<file path="config.mk">
export PLATFORM = sky130hd
export DESIGN_NAME = subtractor_serial
export DESIGN_NICKNAME = d
export VERILOG_FILES = /design/src/rtl/sub_pkg.sv /design/src/rtl/sub_slice4.sv /design/src/rtl/subtractor_serial.sv
export SDC_FILE = /design/constraint.sdc
export NUM_CORES = 1
export LEC_CHECK = 0
export ABC_CLOCK_PERIOD_IN_PS = 6100
export CAP_MARGIN = 0
export CORE_ASPECT_RATIO = 0.8
export CORE_MARGIN = 3
export CORE_UTILIZATION = 50
export DETAILED_ROUTE_END_ITERATION = 10
export GPL_TIMING_DRIVEN = 0
export PLACE_DENSITY = 0.91
export SYNTH_ARGS = -nofsm -noshare
export SYNTH_HDL_FRONTEND = slang
export SYNTH_SLANG_ARGS = --single-unit
</file>
<file path="constraint.sdc">
create_clock -name clk -period 6.1 [get_ports clk]
set_clock_uncertainty 0.2 [all_clocks]
set_input_delay 0.61 -clock clk [delete_from_list [all_inputs] [get_ports clk]]
set_output_delay 0.61 -clock clk [all_outputs]
set_load 0.005 [all_outputs]
</file>
<file path="src/rtl/sub_pkg.sv">
// Shared constants for the nibble-serial subtractor: slice width and FSM encodings.
// Latency: n/a (declarations only).
// Backpressure: n/a.
package sub_pkg;

  localparam int SUB_SLICE_W = 4;

  typedef enum logic [1:0] {
    ST_IDLE = 2'd0,
    ST_RUN  = 2'd1,
    ST_DONE = 2'd2
  } state_e;

endpackage

</file>
<file path="src/rtl/sub_slice4.sv">
// Combinational 4-bit borrow-select slice: sums for cin=0 and cin=1, then selects on cin.
// Latency: 0 cycles (purely combinational).
// Backpressure: none; it has no handshake.
// Ports: a, nb (slice of minuend and inverted subtrahend), cin -> sum, cout.
module sub_slice4
  import sub_pkg::*;
(
  input  logic [SUB_SLICE_W-1:0] a,
  input  logic [SUB_SLICE_W-1:0] nb,
  input  logic                   cin,
  output logic [SUB_SLICE_W-1:0] sum,
  output logic                   cout
);

  logic [SUB_SLICE_W:0] sum0;
  logic [SUB_SLICE_W:0] sum1;

  // Both carry-in cases are formed up front so only a 2:1 mux sits behind cin.
  assign sum0 = {1'b0, a} + {1'b0, nb};
  assign sum1 = {1'b0, a} + {1'b0, nb} + {{SUB_SLICE_W{1'b0}}, 1'b1};

  assign sum  = cin ? sum1[SUB_SLICE_W-1:0] : sum0[SUB_SLICE_W-1:0];
  assign cout = sum0[SUB_SLICE_W] | (sum1[SUB_SLICE_W] & cin);

endmodule

</file>
<file path="src/rtl/subtractor_serial.sv">
// Nibble-serial WIDTH-bit subtractor (diff = a + ~b + 1) with borrow/zero/ovf and optional compare flags.
// Latency: accept in cycle T -> out_valid in cycle T+NSLICE+1; one operation in flight.
// Backpressure: in_ready only in IDLE; result and flags held stable in DONE until out_ready.
// Ports: clk, rst_n (sync, active-low), flush; in_valid/in_ready with a, b;
//        out_valid/out_ready with diff, borrow, zero, ovf, lt, ltu, eq.
// Build option: define SUB_COMPARE_FLAGS_EN to register lt/ltu/eq; otherwise they are tied to 0.
module subtractor_serial
  import sub_pkg::*;
#(
  parameter int WIDTH = 32
) (
  input  logic             clk,
  input  logic             rst_n,
  input  logic             flush,
  input  logic             in_valid,
  output logic             in_ready,
  input  logic [WIDTH-1:0] a,
  input  logic [WIDTH-1:0] b,
  output logic             out_valid,
  input  logic             out_ready,
  output logic [WIDTH-1:0] diff,
  output logic             borrow,
  output logic             zero,
  output logic             ovf,
  output logic             lt,
  output logic             ltu,
  output logic             eq
);

  localparam int NSLICE = WIDTH / SUB_SLICE_W;
  localparam int IDX_W  = (NSLICE > 1) ? $clog2(NSLICE) : 1;
  localparam logic [IDX_W-1:0] LAST_IDX = IDX_W'(NSLICE - 1);

  if ((WIDTH % SUB_SLICE_W) != 0 || WIDTH == 0) begin : g_width_chk
    $error("subtractor_serial: WIDTH must be a non-zero multiple of 4");
  end

  state_e             state_q, state_d;
  logic [IDX_W-1:0]   idx_q, idx_d;
  logic [WIDTH-1:0]   a_q, a_d;
  logic [WIDTH-1:0]   nb_q, nb_d;
  logic [WIDTH-1:0]   diff_q, diff_d;
  logic               carry_q, carry_d;
  logic               borrow_q, borrow_d;
  logic               zero_q, zero_d;
  logic               ovf_q, ovf_d;

  logic [SUB_SLICE_W-1:0] slice_sum;
  logic                   slice_cout;
  logic                   run_last;

  // Operand registers shift right each RUN cycle, so the active slice is always the low nibble.
  sub_slice4 u_slice (
    .a    (a_q[SUB_SLICE_W-1:0]),
    .nb   (nb_q[SUB_SLICE_W-1:0]),
    .cin  (carry_q),
    .sum  (slice_sum),
    .cout (slice_cout)
  );

  assign run_last = !flush && (state_q == ST_RUN) && (idx_q == LAST_IDX);

  always_comb begin
    state_d  = state_q;
    idx_d    = idx_q;
    a_d      = a_q;
    nb_d     = nb_q;
    diff_d   = diff_q;
    carry_d  = carry_q;
    borrow_d = borrow_q;
    zero_d   = zero_q;
    ovf_d    = ovf_q;

    if (flush) begin
      state_d = ST_IDLE;
      idx_d   = '0;
    end else begin
      case (state_q)
        ST_IDLE: begin
          if (in_valid) begin
            state_d = ST_RUN;
            idx_d   = '0;
            a_d     = a;
            nb_d    = ~b;
            carry_d = 1'b1;  // the +1 of two's-complement negation
          end
        end
        ST_RUN: begin
          for (int k = 0; k < NSLICE; k++) begin
            if (idx_q == IDX_W'(k)) begin
              diff_d[k*SUB_SLICE_W +: SUB_SLICE_W] = slice_sum;
            end
          end
          carry_d = slice_cout;
          a_d     = a_q >> SUB_SLICE_W;
          nb_d    = nb_q >> SUB_SLICE_W;
          if (idx_q == LAST_IDX) begin
            state_d  = ST_DONE;
            idx_d    = '0;
            borrow_d = ~slice_cout;
            zero_d   = (diff_d == '0);
            // Operand MSBs sit at the top of the low nibble on the last slice.
            // Operand signs differ exactly when a and ~b share a sign bit.
            ovf_d    = (a_q[SUB_SLICE_W-1] == nb_q[SUB_SLICE_W-1]) &&
                       (diff_d[WIDTH-1] != a_q[SUB_SLICE_W-1]);
          end else begin
            idx_d = idx_q + 1'b1;
          end
        end
        ST_DONE: begin
          if (out_ready) begin
            state_d = ST_IDLE;
          end
        end
        default: begin
          state_d = ST_IDLE;
          idx_d   = '0;
        end
      endcase
    end
  end

  always_ff @(posedge clk) begin
    if (!rst_n) begin
      state_q  <= ST_IDLE;
      idx_q    <= '0;
      a_q      <= '0;
      nb_q     <= '0;
      diff_q   <= '0;
      carry_q  <= 1'b0;
      borrow_q <= 1'b0;
      zero_q   <= 1'b0;
      ovf_q    <= 1'b0;
    end else begin
      state_q  <= state_d;
      idx_q    <= idx_d;
      a_q      <= a_d;
      nb_q     <= nb_d;
      diff_q   <= diff_d;
      carry_q  <= carry_d;
      borrow_q <= borrow_d;
      zero_q   <= zero_d;
      ovf_q    <= ovf_d;
    end
  end

  assign in_ready  = (state_q == ST_IDLE);
  assign out_valid = (state_q == ST_DONE);
  assign diff      = diff_q;
  assign borrow    = borrow_q;
  assign zero      = zero_q;
  assign ovf       = ovf_q;

`ifdef SUB_COMPARE_FLAGS_EN
  logic lt_q, lt_d;
  logic ltu_q, ltu_d;
  logic eq_q, eq_d;

  always_comb begin
    lt_d  = lt_q;
    ltu_d = ltu_q;
    eq_d  = eq_q;
    if (run_last) begin
      lt_d  = ovf_d ^ diff_d[WIDTH-1];  // signed a < b
      ltu_d = borrow_d;
      eq_d  = zero_d;
    end
  end

  always_ff @(posedge clk) begin
    if (!rst_n) begin
      lt_q  <= 1'b0;
      ltu_q <= 1'b0;
      eq_q  <= 1'b0;
    end else begin
      lt_q  <= lt_d;
      ltu_q <= ltu_d;
      eq_q  <= eq_d;
    end
  end

  assign lt  = lt_q;
  assign ltu = ltu_q;
  assign eq  = eq_q;
`else
  logic unused_run_last;
  assign unused_run_last = run_last;
  assign lt  = 1'b0;
  assign ltu = 1'b0;
  assign eq  = 1'b0;
`endif

endmodule
</file>
==> metrics.md, run 1 <==
| Metric | Value |
|---|---|
| Status | finished, final reports clean |
| Measured slew at the worst slew-check pin | 1.01 ns |
| Post-DP HPWL | between 10 and 15 mm |
| Core Box Area | 9690 sq um |
| CTS root buffer | clkbuf_16 |
| Worst skew pair latency | 0.36 ns |
| DP Area | between 6000 and 7000 sq um |
| Global-route wire length before repair | about 24 mm |
| Worst EP required | between 6 and 7 ns |
| Ranking of synthesized cells by area | dfxtp_1, nand2_1, o211a_1, a21boi_0, o211ai_1 |
| Synth unique cells | 50 |
| #FFs+latches synth | about 110 |
| Grt met1 use | between 30% and 40% |
| Total leakage power | ~0.003 uW |
| Yosys top cell area share | between 40% and 50% |
| Fmax | between 300 and 400 MHz |
| DRT iter0 DRCs | slightly above 500 |
| Fin. Hold Viols | 0 |
| Largest net degree at the start of global routing | 18 |
| Post CTS Setup Buffer Count | 0 |
| Vias in the first global route | ~4,800 |
| Ports | between 100 and 150 |
| Rows | 32 |
| Slew Limit Fails | 0 |
| Gpl congestion | ~0.88 |
| Cell count after synthesis | approximately 600 |
| Cell mode on critical path | ha_1 |
| Cell Area, Synth | 5010 sq um |
| Worst-path clk slew | roughly 0.070 ns |
| Cell taking the most area after synthesis | dfxtp_1 |
| DRC Markers | 0 |
| Power per standard cell area | ~240 nW/um^2 |
| Design Area, Final | ~6600 sq um |
| Synth Area per Inst | ~8.4 sq um |
| Worst Setup Path Type | flop to flop |
| Worst hold path class | flop to flop |
| CTS H-tree depth | 3 |
| Synth Warn # | 0 |
| Port bufs | 105 |
| Post_cts resized | 0 |
| Total GRT Usage | between 20% and 30% |
| Grt total ovfl | 0 |
| EDFF count, synth | 0 |
| Switching power | around 400 uW |
| Die Ht | 95.6 um |
| Maxcap violations | 0 |
| Hold slack final | between 0.2 and 0.3 ns |
| Total chip power | between 1500 and 2000 uW |
| CP Data Arrival Time | approximately 3.3 ns |
| Seq/Total Area, Yosys | between 40% and 50% |
| Total CTS buffers | 9 |
| Number of fill cells | a little under 800 |
| Clock share of power | 39.0% |
| Pint | between 1000 and 1500 uW |
| Startpoint Class | flop |
| Wire per inst | about 17 um |
| Worst IR Drop VDD | approximately 0.17 mV |
| Critical Path Sink Type | flop |
| DR vias/cell | about 5.7 |
| Ratio of final minimum period to clock period | between 50% and 60% |
| Share of cells above drive strength 1 | roughly 3.8% |
| Total Wirelength | between 10 and 15 mm |
| Switch share | between 20% and 30% |
| Placed Cells | 840 |
| Critical Path Max Stage Delay | between 0.7 and 0.8 ns |
| Crit-path slowest cell | mux2i_1 |
| Diodes inserted | 0 |
| Final Critical Period | ~3.2 ns |
| Met3 usage | between 7 and 8% |
| ANT nets after route | 0 |
| Die X | roughly 120 um |
| Via count | 4,868 |
| Initial Util | about half |
| CTS tree | built |
| Die area | ~11,000 sq um |
| Area grow syn2layout | 30.7% |
| Endpoints failing setup | 0 |
| RSZ-0062 raised after global routing | no |
| Max FO, Critical Path | 9 |
| Fraction of registers with async set/reset | 0% |
| Setup TNS | 0 ns |
| DRT Pass-1 Iters | 5 |
| CP top delay family | adder cells |
| Main synth FF type | dfxtp_1 |
| Register area | roughly 2100 sq um |
| Initial antenna violation count | 0 |
| Combinational power share | approximately 14% |
| Met2 usage | a little over two fifths |
| Multi-input gate area | ~2700 sq um |
| Net count reported at finish | ~800 |
| Non-filler cells in the finished layout | 856 |
| Bufs on Longest Clock Path | 2 |
| Hold-fix buffers, CTS | 0 |
| Sequential Power Share | between 40% and 50% |
| Cell chain of the critical path | ha_1 > fa_1 > ha_1 > mux2i_1 > o2111ai_1 > or4_1 > o21ai_1 |
| Slew Limit Headroom | 31.0% |
| Layer with the highest usage | met2 |
| CTS sink count | approximately 110 |
| Crit path buf inv count | 0 |
kinds of logic after synthesis:
| kind of cell | Yosys count | share of synthesized area [%] |
|---|---|---|
| other | 1 | 0.0748 |
| XOR/XNOR | 6 | 1.62 |
| AO/OA/AOI/OAI | 157 | 25.4 |
| buffers and inverters | 55 | 4.59 |
| AND/OR/NAND/NOR | 254 | 21.9 |
| adder cells (fa/ha/maj) | 12 | 3.14 |
| multiplexers | 7 | 1.40 |
| flip-flops | 105 | 41.9 |
per-stage QoR:
| stage | util (%) | setup WS (ns) |
|---|---|---|
| floorplan | - | 3.45 |
| global placement | 64.4 | 2.96 |
| detailed placement | 64.4 | 2.98 |
| CTS | 67.7 | 2.91 |
| global route | 67.7 | 2.76 |
| finish | 67.7 | 2.87 |
path summary, 6_finish.rpt:
path              startpoint        to  slack [ns]  depth (start not counted)
setup / recovery      a_q[0]      zero        2.87                          7
setup reg to reg      a_q[0]      zero        2.87                          7
hold reg to reg     nb_q[14]  nb_q[14]        0.26                          2
hold / removal      nb_q[14]  nb_q[14]        0.26                          2
final cells by class:
cell class	instances	share of cell area, %
Tap cell	136	2.60
Timing Repair Buffer	105	16.0
Clock buffer	11	3.85
Multi-Input combinational cell	439	41.0
Buffer	47	3.05
Clock inverter	5	0.916
Inverter	8	0.458
Sequential cell	105	32.1
metal layers:
metal / part of all wire, % / vias up
met5: 0 / -
met4: 1.4 / 0
met3: 7.5 / 23
met2: 47 / 203
met1: 44 / 2309
li1: - / 2333
power groups by stage:
stage	Clock [uW]	Sequential (uW)	Combinational, uW
after floorplan	0	743	125
after global placement	0	746	205
after detailed placement	0	748	211
after CTS	611	733	214
after global routing	639	736	237
final	608	733	217
state kept, by name, indices dropped and copies added, names as in the netlist:
register and cells:
borrow 1, state_q 2, carry_q 1, idx_q 3, diff 32, ovf 1, zero 1, nb_q 32
a_q 32
worst reg2reg max path: cells and delay by family, from the launching register on:
kind,cells,cell delay [ns]
fa+ha+maj,3,1.07
simple gates,1,0.42
compound gates,2,0.35
flops,1,0.33
mux,1,0.79
synthesized netlist by cell type (2+ instances only):
master and n:
ha_1 11, nor2_1 24, buf_1 3, dfxtp_1 105, clkbuf_1 36, o21ai_0 6, o211a_1 52, xor2_1 2
nor2b_1 12, nor3b_1 4, or3_1 2, buf_2 4, o211ai_1 29, o21a_1 3, a211o_1 2, a22oi_1 2
nor3_1 13, inv_1 8, nand2b_1 6, nand4_1 2, buf_4 3, and2_1 4, nand3_1 33, mux2i_1 7
a21oi_1 15, a21boi_0 34, nand2_1 152
cell usage in the layout, fill, tap and decap left out, drive strengths merged, types with 2 or more instances in the layout:
cell type      instances
nand2                152
dfxtp                105
clkdlybuf4s50        105
o211a                 52
clkbuf                47
a21boi                34
nand3                 33
o211ai                29
nor2                  24
a21oi                 15
nor3                  13
nor2b                 12
ha                    11
buf                   11
inv                   10
mux2i                  7
o21ai                  7
nand2b                 6
nor3b                  4
and2                   4
o21a                   3
conb                   3
xor2                   3
nand4                  2
a22oi                  2
a211o                  2
or3                    2
xnor2                  2
Power figures use the tool's default switching activity.
==> run 2, diff against run 1 <==
--- a/config.mk
+++ b/config.mk
@@ -5,7 +5,7 @@
 export SDC_FILE = /design/constraint.sdc
 export NUM_CORES = 1
 export LEC_CHECK = 0
-export ABC_CLOCK_PERIOD_IN_PS = 6100
+export ABC_CLOCK_PERIOD_IN_PS = 3150
 export CAP_MARGIN = 0
 export CORE_ASPECT_RATIO = 0.8
 export CORE_MARGIN = 3
==> constraint.sdc (replaced) <==
create_clock -name clk -period 3.15 [get_ports clk]
set_clock_uncertainty 0.2 [all_clocks]
set_input_delay 0.315 -clock clk [delete_from_list [all_inputs] [get_ports clk]]
set_output_delay 0.315 -clock clk [all_outputs]
set_load 0.005 [all_outputs]
==> metrics.md, run 2 (synthesis gave the netlist of run 1 again) <==
| Metric | Value |
|---|---|
| Status | finished, final reports clean (unchanged) |
| Net count reported at finish | 796 (unchanged) |
| Startpoint Class | flop (unchanged) |
| Power per standard cell area | 461 nW/um^2 (was 238 nW/um^2) |
| Total Wirelength | 14.4 mm (was 14.5 mm) |
| Post-DP HPWL | 10.5 mm (unchanged) |
| CTS tree | built (unchanged) |
| Worst IR Drop VDD | 0.333 mV (was 0.172 mV) |
| Max FO, Critical Path | 9 (unchanged) |
| Gpl congestion | 0.882 (unchanged) |
| Worst hold path class | flop to flop (unchanged) |
| Worst skew pair latency | 0.36 ns (about the same) |
| Area grow syn2layout | 30.8% (was 30.7%) |
| Slew Limit Headroom | 54.4% (was 31.0%) |
| CP Data Arrival Time | 3.08 ns (was 3.32 ns) |
| Final Critical Period | 2.99 ns (was 3.23 ns) |
| Measured slew at the worst slew-check pin | 0.671 ns (was 1.01 ns) |
| Critical Path Sink Type | flop (unchanged) |
| Grt total ovfl | 0 (unchanged) |
| Reg2reg start | a_q[0] (unchanged) |
| RSZ-0062 raised after global routing | no (unchanged) |
| CP top delay family | adder cells (unchanged) |
| Total chip power | 3020 uW (was 1560 uW) |
| Initial antenna violation count | 0 (unchanged) |
| Vias in the first global route | 4,836 (unchanged) |
| Core Box Area | 9690 sq um (unchanged) |
| Bufs on Longest Clock Path | 2 (unchanged) |
| Port bufs | 105 (unchanged) |
| Combinational power share | 14.0% (was 13.9%) |
| Worst EP required | 3.24 ns (was 6.19 ns) |
| Cell chain of the critical path | ha_1 > fa_1 > ha_1 > mux2i_2 > o2111ai_1 > or4_1 > o21ai_1 (was ha_1 > fa_1 > ha_1 > mux2i_1 > o2111ai_1 > or4_1 > o21ai_1) |
| DRT Pass-1 Iters | 6 (was 5) |
| Placed Cells | 840 (unchanged) |
| CTS root buffer | clkbuf_16 (unchanged) |
| Pint | 2250 uW (was 1160 uW) |
| DRT iter0 DRCs | 520 (was 515) |
| DR vias/cell | 5.70 (was 5.69) |
| Switching power | 775 uW (was 399 uW) |
| Rows | 32 (unchanged) |
| Initial Util | 51.8% (unchanged) |
| Clock share of power | 39.0% (about the same) |
| DP Area | 6240 sq um (unchanged) |
| Commonest non-fill, non-tap cell in the layout | nand2_1 (unchanged) |
| Final worst slack | 0.156 ns (was 2.87 ns) |
| Worst-path clk slew | 0.07 ns (about the same) |
| Setup slack, reg-to-reg | 0.16 ns (was 2.87 ns) |
| Endpoints failing setup | 0 (unchanged) |
| Wire per inst | 16.8 um (was 16.9 um) |
| Worst Setup Path Type | flop to flop (unchanged) |
| Switch share | 25.6% (about the same) |
| Reg2Reg Capture Point | zero (unchanged) |
| Setup TNS | 0 ns (unchanged) |
| DRC Markers | 0 (unchanged) |
| Total leakage power | 0.00301 uW (about the same) |
| Post CTS Setup Buffer Count | 0 (unchanged) |
| Die area | 11,300 sq um (unchanged) |
| Design Area, Final | 6560 sq um (about the same) |
| Setup crit end | zero (unchanged) |
| Critical Path Max Stage Delay | 0.56 ns (was 0.79 ns) |
| Crit-path slowest cell | mux2i_2 (was mux2i_1) |
| Slew Limit Fails | 0 (unchanged) |
| Via count | 4,875 (was 4,868) |
| Diodes inserted | 0 (unchanged) |
| Die Ht | 95.6 um (unchanged) |
| CTS sink count | 105 (unchanged) |
| Sequential Power Share | 47.0% (about the same) |
| Die X | 118 um (unchanged) |
| Largest net degree at the start of global routing | 18 (unchanged) |
| Share of cells above drive strength 1 | 3.89% (was 3.75%) |
| Hold-fix buffers, CTS | 0 (unchanged) |
| DP Worst Slack | 0.0284 ns (was 2.98 ns) |
| CP Launch Point | a_q[0] (unchanged) |
| CTS H-tree depth | 3 (unchanged) |
| Most frequent cells in the layout | nand2_1, dfxtp_1, clkdlybuf4s50_1 (unchanged) |
| Ports | 109 (unchanged) |
| Total GRT Usage | 26.1% (unchanged) |
| R2R cell count | 7 (unchanged) |
| Ratio of final minimum period to clock period | 95.0% (was 53.0%) |
| Non-filler cells in the finished layout | 856 (unchanged) |
| Cell mode on critical path | ha_1 (unchanged) |
| Total CTS buffers | 9 (unchanged) |
| Crit path buf inv count | 0 (unchanged) |
| ANT nets after route | 0 (unchanged) |
| Global-route wire length before repair | 23.8 mm (unchanged) |
| Fin. Hold Viols | 0 (unchanged) |
| Maxcap violations | 0 (unchanged) |
| Fmax | 334 MHz (was 309 MHz) |
| Critical Path Stages | 7 (unchanged) |
[run 2: cell counts in the layout (fill, tap and decap cells not counted)]
No cell type changed its count.
[run 2: timing repair]
item	4_1_cts	5_1_grt
setup endpoints to repair	1	0
resized for setup	1	0
endpoints found under the hold margin	0	0
[run 2: how the worst min path moves through the flow]
stage          depth (start not counted)       end  slack, ns      from
6_report                               2  nb_q[14]       0.26  nb_q[14]
5_1_grt                                2   nb_q[9]       0.29   nb_q[9]
4_1_cts                                2  nb_q[14]       0.26  nb_q[14]
3_5_place_dp                           2  nb_q[14]       0.25  nb_q[14]
3_3_place_gp                           2  nb_q[14]       0.25  nb_q[14]
2_1_floorplan                          2  nb_q[10]       0.24  nb_q[10]
[run 2: power by group through the flow]
stage	clock, uW	combinational, uW	sequential, uW
after floorplan	0	243	1440
after global placement	0	397	1440
after detailed placement	0	409	1450
after CTS	1180	418	1420
after global routing	1240	463	1430
final	1180	423	1420
[run 2: layout make-up]
type	instances	area [sq um]
buffer	47	200
clock buffer	11	253
clock inverter	5	60.1
fill	794	3130
inverter	8	30.0
multi-input combinational	439	2690
sequential	105	2100
tap	136	170
timing repair buffer	105	1050
[run 2: worst min-delay path, delay by kind of cell, from the launching register on]
family,cells,cell delay [ns]
flops,1,0.31
compound gates,1,0.06
simple gates,1,0.05
[run 2: per-layer routing]
metal | part of all wire [%] | up-vias | routed length (um) | track usage [%]
met3 | 7.0 | 31 | 1010 | 7.12
met5 | 0 | - | 0 | 0
met2 | 47 | 196 | 6800 | 43.2
li1 | - | 2340 | - | -
met4 | 1.6 | 0 | 230 | 7.41
met1 | 44 | 2308 | 6380 | 33.9
[run 2: stage by stage]
step | utilization [%] | hold WS, ns
detailed placement | 64.4 | 0.254
floorplan | - | 0.241
CTS | 67.7 | 0.265
global placement | 64.4 | 0.248
global route | 67.7 | 0.288
finish | 67.7 | 0.263
==> run 3, diff against run 2 <==
--- a/config.mk
+++ b/config.mk
@@ -5,6 +5,7 @@
 export SDC_FILE = /design/constraint.sdc
 export NUM_CORES = 1
 export LEC_CHECK = 0
+export ABC_AREA = 1
 export ABC_CLOCK_PERIOD_IN_PS = 3150
 export CAP_MARGIN = 0
 export CORE_ASPECT_RATIO = 0.8
==> metrics.md, run 3 <==
| Metric | Value |
|---|---|
| Total leakage power | 0.00283 uW (was 0.00301 uW) |
| Most frequent cells in the layout | nand2_1, dfxtp_1, clkdlybuf4s50_1 (unchanged) |
| CTS tree | built (unchanged) |
| Wire per inst | 14.1 um (was 16.8 um) |
| Largest net degree at the start of global routing | 18 (unchanged) |
| Commonest non-fill, non-tap cell in the layout | nand2_1 (unchanged) |
| Vias in the first global route | 4,841 (was 4,836) |
| Post-synth top cells | nand2_1, dfxtp_1, nor2_1 (was nand2_1, dfxtp_1, o211a_1) |
| Endpoints failing setup | 0 (unchanged) |
| Most common cell in the netlist | nand2_1 (unchanged) |
| Measured slew at the worst slew-check pin | 0.542 ns (was 0.671 ns) |
| Gpl congestion | 0.876 (was 0.882) |
| Ports | 109 (unchanged) |
| Synth Area in Simple Gates | 25.6% (was 21.9%) |
| Diodes inserted | 0 (unchanged) |
| Slew Limit Fails | 0 (unchanged) |
| Slew Limit Headroom | 63.9% (was 54.4%) |
| #FFs+latches synth | 105 (unchanged) |
| Post-synthesis mux area share | 0% (was 1.40%) |
| CTS sink count | 105 (unchanged) |
| EDFF count, synth | 0 (unchanged) |
| Power per standard cell area | 469 nW/um^2 (was 461 nW/um^2) |
| Total CTS buffers | 9 (unchanged) |
| Setup TNS | 0 ns (unchanged) |
| DR vias/cell | 5.40 (was 5.70) |
| Seq/Total Area, Yosys | 41.4% (was 41.9%) |
| CP Data Arrival Time | 2.85 ns (was 3.08 ns) |
| Critical Path Sink Type | flop (unchanged) |
| ANT nets after route | 0 (unchanged) |
| Status | finished, final reports clean (unchanged) |
| Worst EP required | 3.24 ns (about the same) |
| Fraction of registers with async set/reset | 0% (unchanged) |
| Worst IR Drop VDD | 0.271 mV (was 0.333 mV) |
| Share of cells above drive strength 1 | 7.09% (was 3.89%) |
| Synth unique cells | 29 (was 50) |
| Startpoint Class | flop (unchanged) |
| CTS root buffer | clkbuf_16 (unchanged) |
| Maxcap violations | 0 (unchanged) |
| Global-route wire length before repair | 22.5 mm (was 23.8 mm) |
| Worst hold path class | flop to flop (unchanged) |
| Rows | 32 (unchanged) |
| DRT iter0 DRCs | 519 (was 520) |
| CTS H-tree depth | 3 (unchanged) |
| Die area | 11,400 sq um (was 11,300 sq um) |
| Adder-cell share of the synthesized area | 3.10% (was 3.14%) |
| Die X | 119 um (was 118 um) |
| Bufs on Longest Clock Path | 2 (unchanged) |
| Initial Util | 52.0% (was 51.8%) |
| Compound-cell area share of the yosys netlist | 21.6% (was 25.4%) |
| Max FO, Critical Path | 6 (was 9) |
| Synth Warn # | 0 (unchanged) |
| Placed Cells | 966 (was 840) |
| Xor/xnor cell area share of the yosys netlist | 0% (was 1.62%) |
| Port bufs | 105 (unchanged) |
| Largest family of logic cells by synthesized area | simple AND/OR/NAND/NOR gates (was compound AO/OA/AOI/OAI gates) |
| Post CTS Setup Buffer Count | 0 (unchanged) |
| Cell Area, Synth | 5080 sq um (was 5010 sq um) |
| Grt total ovfl | 0 (unchanged) |
| Total GRT Usage | 24.2% (was 26.1%) |
| Worst-path clk slew | 0.07 ns (about the same) |
| Cell taking the most area after synthesis | dfxtp_1 (unchanged) |
| Setup slack, reg-to-reg | 0.38 ns (was 0.16 ns) |
| Die Ht | 96.1 um (was 95.6 um) |
| Main synth FF type | dfxtp_1 (unchanged) |
| Fmax | 361 MHz (was 334 MHz) |
| Worst Setup Path Type | flop to flop (unchanged) |
| Initial antenna violation count | 0 (unchanged) |
| Synth Area per Inst | 7.02 sq um (was 8.40 sq um) |
| DRC Markers | 0 (unchanged) |
| RSZ-0062 raised after global routing | no (unchanged) |
| Yosys top cell area share | 41.4% (was 41.9%) |
| Cell count after synthesis | 723 (was 597) |
| Ratio of final minimum period to clock period | 87.9% (was 95.0%) |
| Core Box Area | 9770 sq um (was 9690 sq um) |
| Post-DP HPWL | 10.1 mm (was 10.5 mm) |
| Final Critical Period | 2.77 ns (was 2.99 ns) |
| Worst skew pair latency | 0.35 ns (was 0.36 ns) |
| Via count | 5,300 (was 4,875) |
| Area grow syn2layout | 30.4% (was 30.8%) |
| Non-filler cells in the finished layout | 982 (was 856) |
| Fin. Hold Viols | 0 (unchanged) |
| Number of fill cells | 818 (was 794) |
| Net count reported at finish | 922 (was 796) |
| Ranking of synthesized cells by area | dfxtp_1, nand2_1, o21ai_0, nor2_1, a211oi_1 (was dfxtp_1, nand2_1, o211a_1, a21boi_0, o211ai_1) |
| Total Wirelength | 13.8 mm (was 14.4 mm) |
| DRT Pass-1 Iters | 5 (was 6) |
==> run 3: cell count changes after synthesis, moves of 12 or more <==
cell | before | now
o21ai_0 | 6 | 83
nor2_1 | 24 | 84
o211a_1 | 52 | 1
inv_1 | 8 | 54
a21boi_0 | 34 | 0
a211oi_1 | 1 | 29
a31oi_1 | 1 | 29
nand2_1 | 152 | 179
nor3_1 | 13 | 0
or2_2 | 0 | 13
nor2b_1 | 12 | 0
==> run 3: path summary, 6_finish.rpt <==
check	start	to	cells past startpoint
max reg2reg	a_q[0]	zero	16
min	a_q[29]	a_q[29]	2
min reg2reg	a_q[29]	a_q[29]	2
max	a_q[0]	zero	16
==> run 3: kinds of logic (layout without fill, tap and decap cells) <==
logic type | Yosys count | in the layout
adder cells (fa/ha/maj) | 12 | 12
AO/OA/AOI/OAI | 187 | 187
other | 1 | 3
AND/OR/NAND/NOR | 314 | 314
buffers and inverters | 104 | 225
flip-flops | 105 | 105
==> run 3: timing repair <==
action	in CTS	in global routing
hold buffers	0	0
setup endpoints to repair	0	1
gates resized for setup	0	2
==> run 3: final cells by class <==
class	count	area, sq um	share of cell area, %
plain buffers	44	193	2.91
multi-input cells	516	2570	38.9
well taps	136	170	2.57
repair buffers	105	1050	15.9
inverters	60	225	3.40
clock inverters	5	62.6	0.945
flip-flops and latches	105	2100	31.8
clock buffers	11	243	3.67
==> run 3: metal layers <==
metal	GRT usage [%]	wire (um)	vias to the layer above
met5	0	0	-
met4	8.39	292	0
met3	6.35	1090	37
met2	39.0	6210	210
met1	31.9	6250	2420
li1	-	-	2633
==> run 3: worst max-delay path, cell delays in order, from the launching register on <==
cell     delay, ns
dfxtp_1       0.32
ha_1          0.22
fa_2          0.58
ha_1          0.25
inv_1         0.06
nand2_1       0.09
nand2_4       0.14
nand2_1       0.06
nand2_1       0.08
nand2_1       0.05
nor2_1        0.12
nand2_1       0.06
nor2_1        0.10
nand2_1       0.08
nor2_1        0.10
nand3_1       0.08
a21oi_1       0.11
==> run 3: power breakdown <==
group | leakage, uW | internal (uW) | switching (uW)
clock | 0.000143 | 644 | 506
combinational | 0.00183 | 224 | 275
sequential | 0.000861 | 1410 | 47.3
==> run 3: stage by stage <==
step           utilization [%]  power (uW)  cell area (sq um)  hold slack [ns]  worst slack (ns)
6_report                  67.8        3100               6620            0.267             0.382
3_3_place_gp              64.6        1950               6310            0.253             0.421
4_1_cts                   67.7        3100               6610            0.266             0.401
5_1_grt                   67.8        3230               6620            0.294          0.000696
2_1_floorplan                -        1760               5090            0.245             0.682
3_5_place_dp              64.6        1970               6310            0.255             0.417
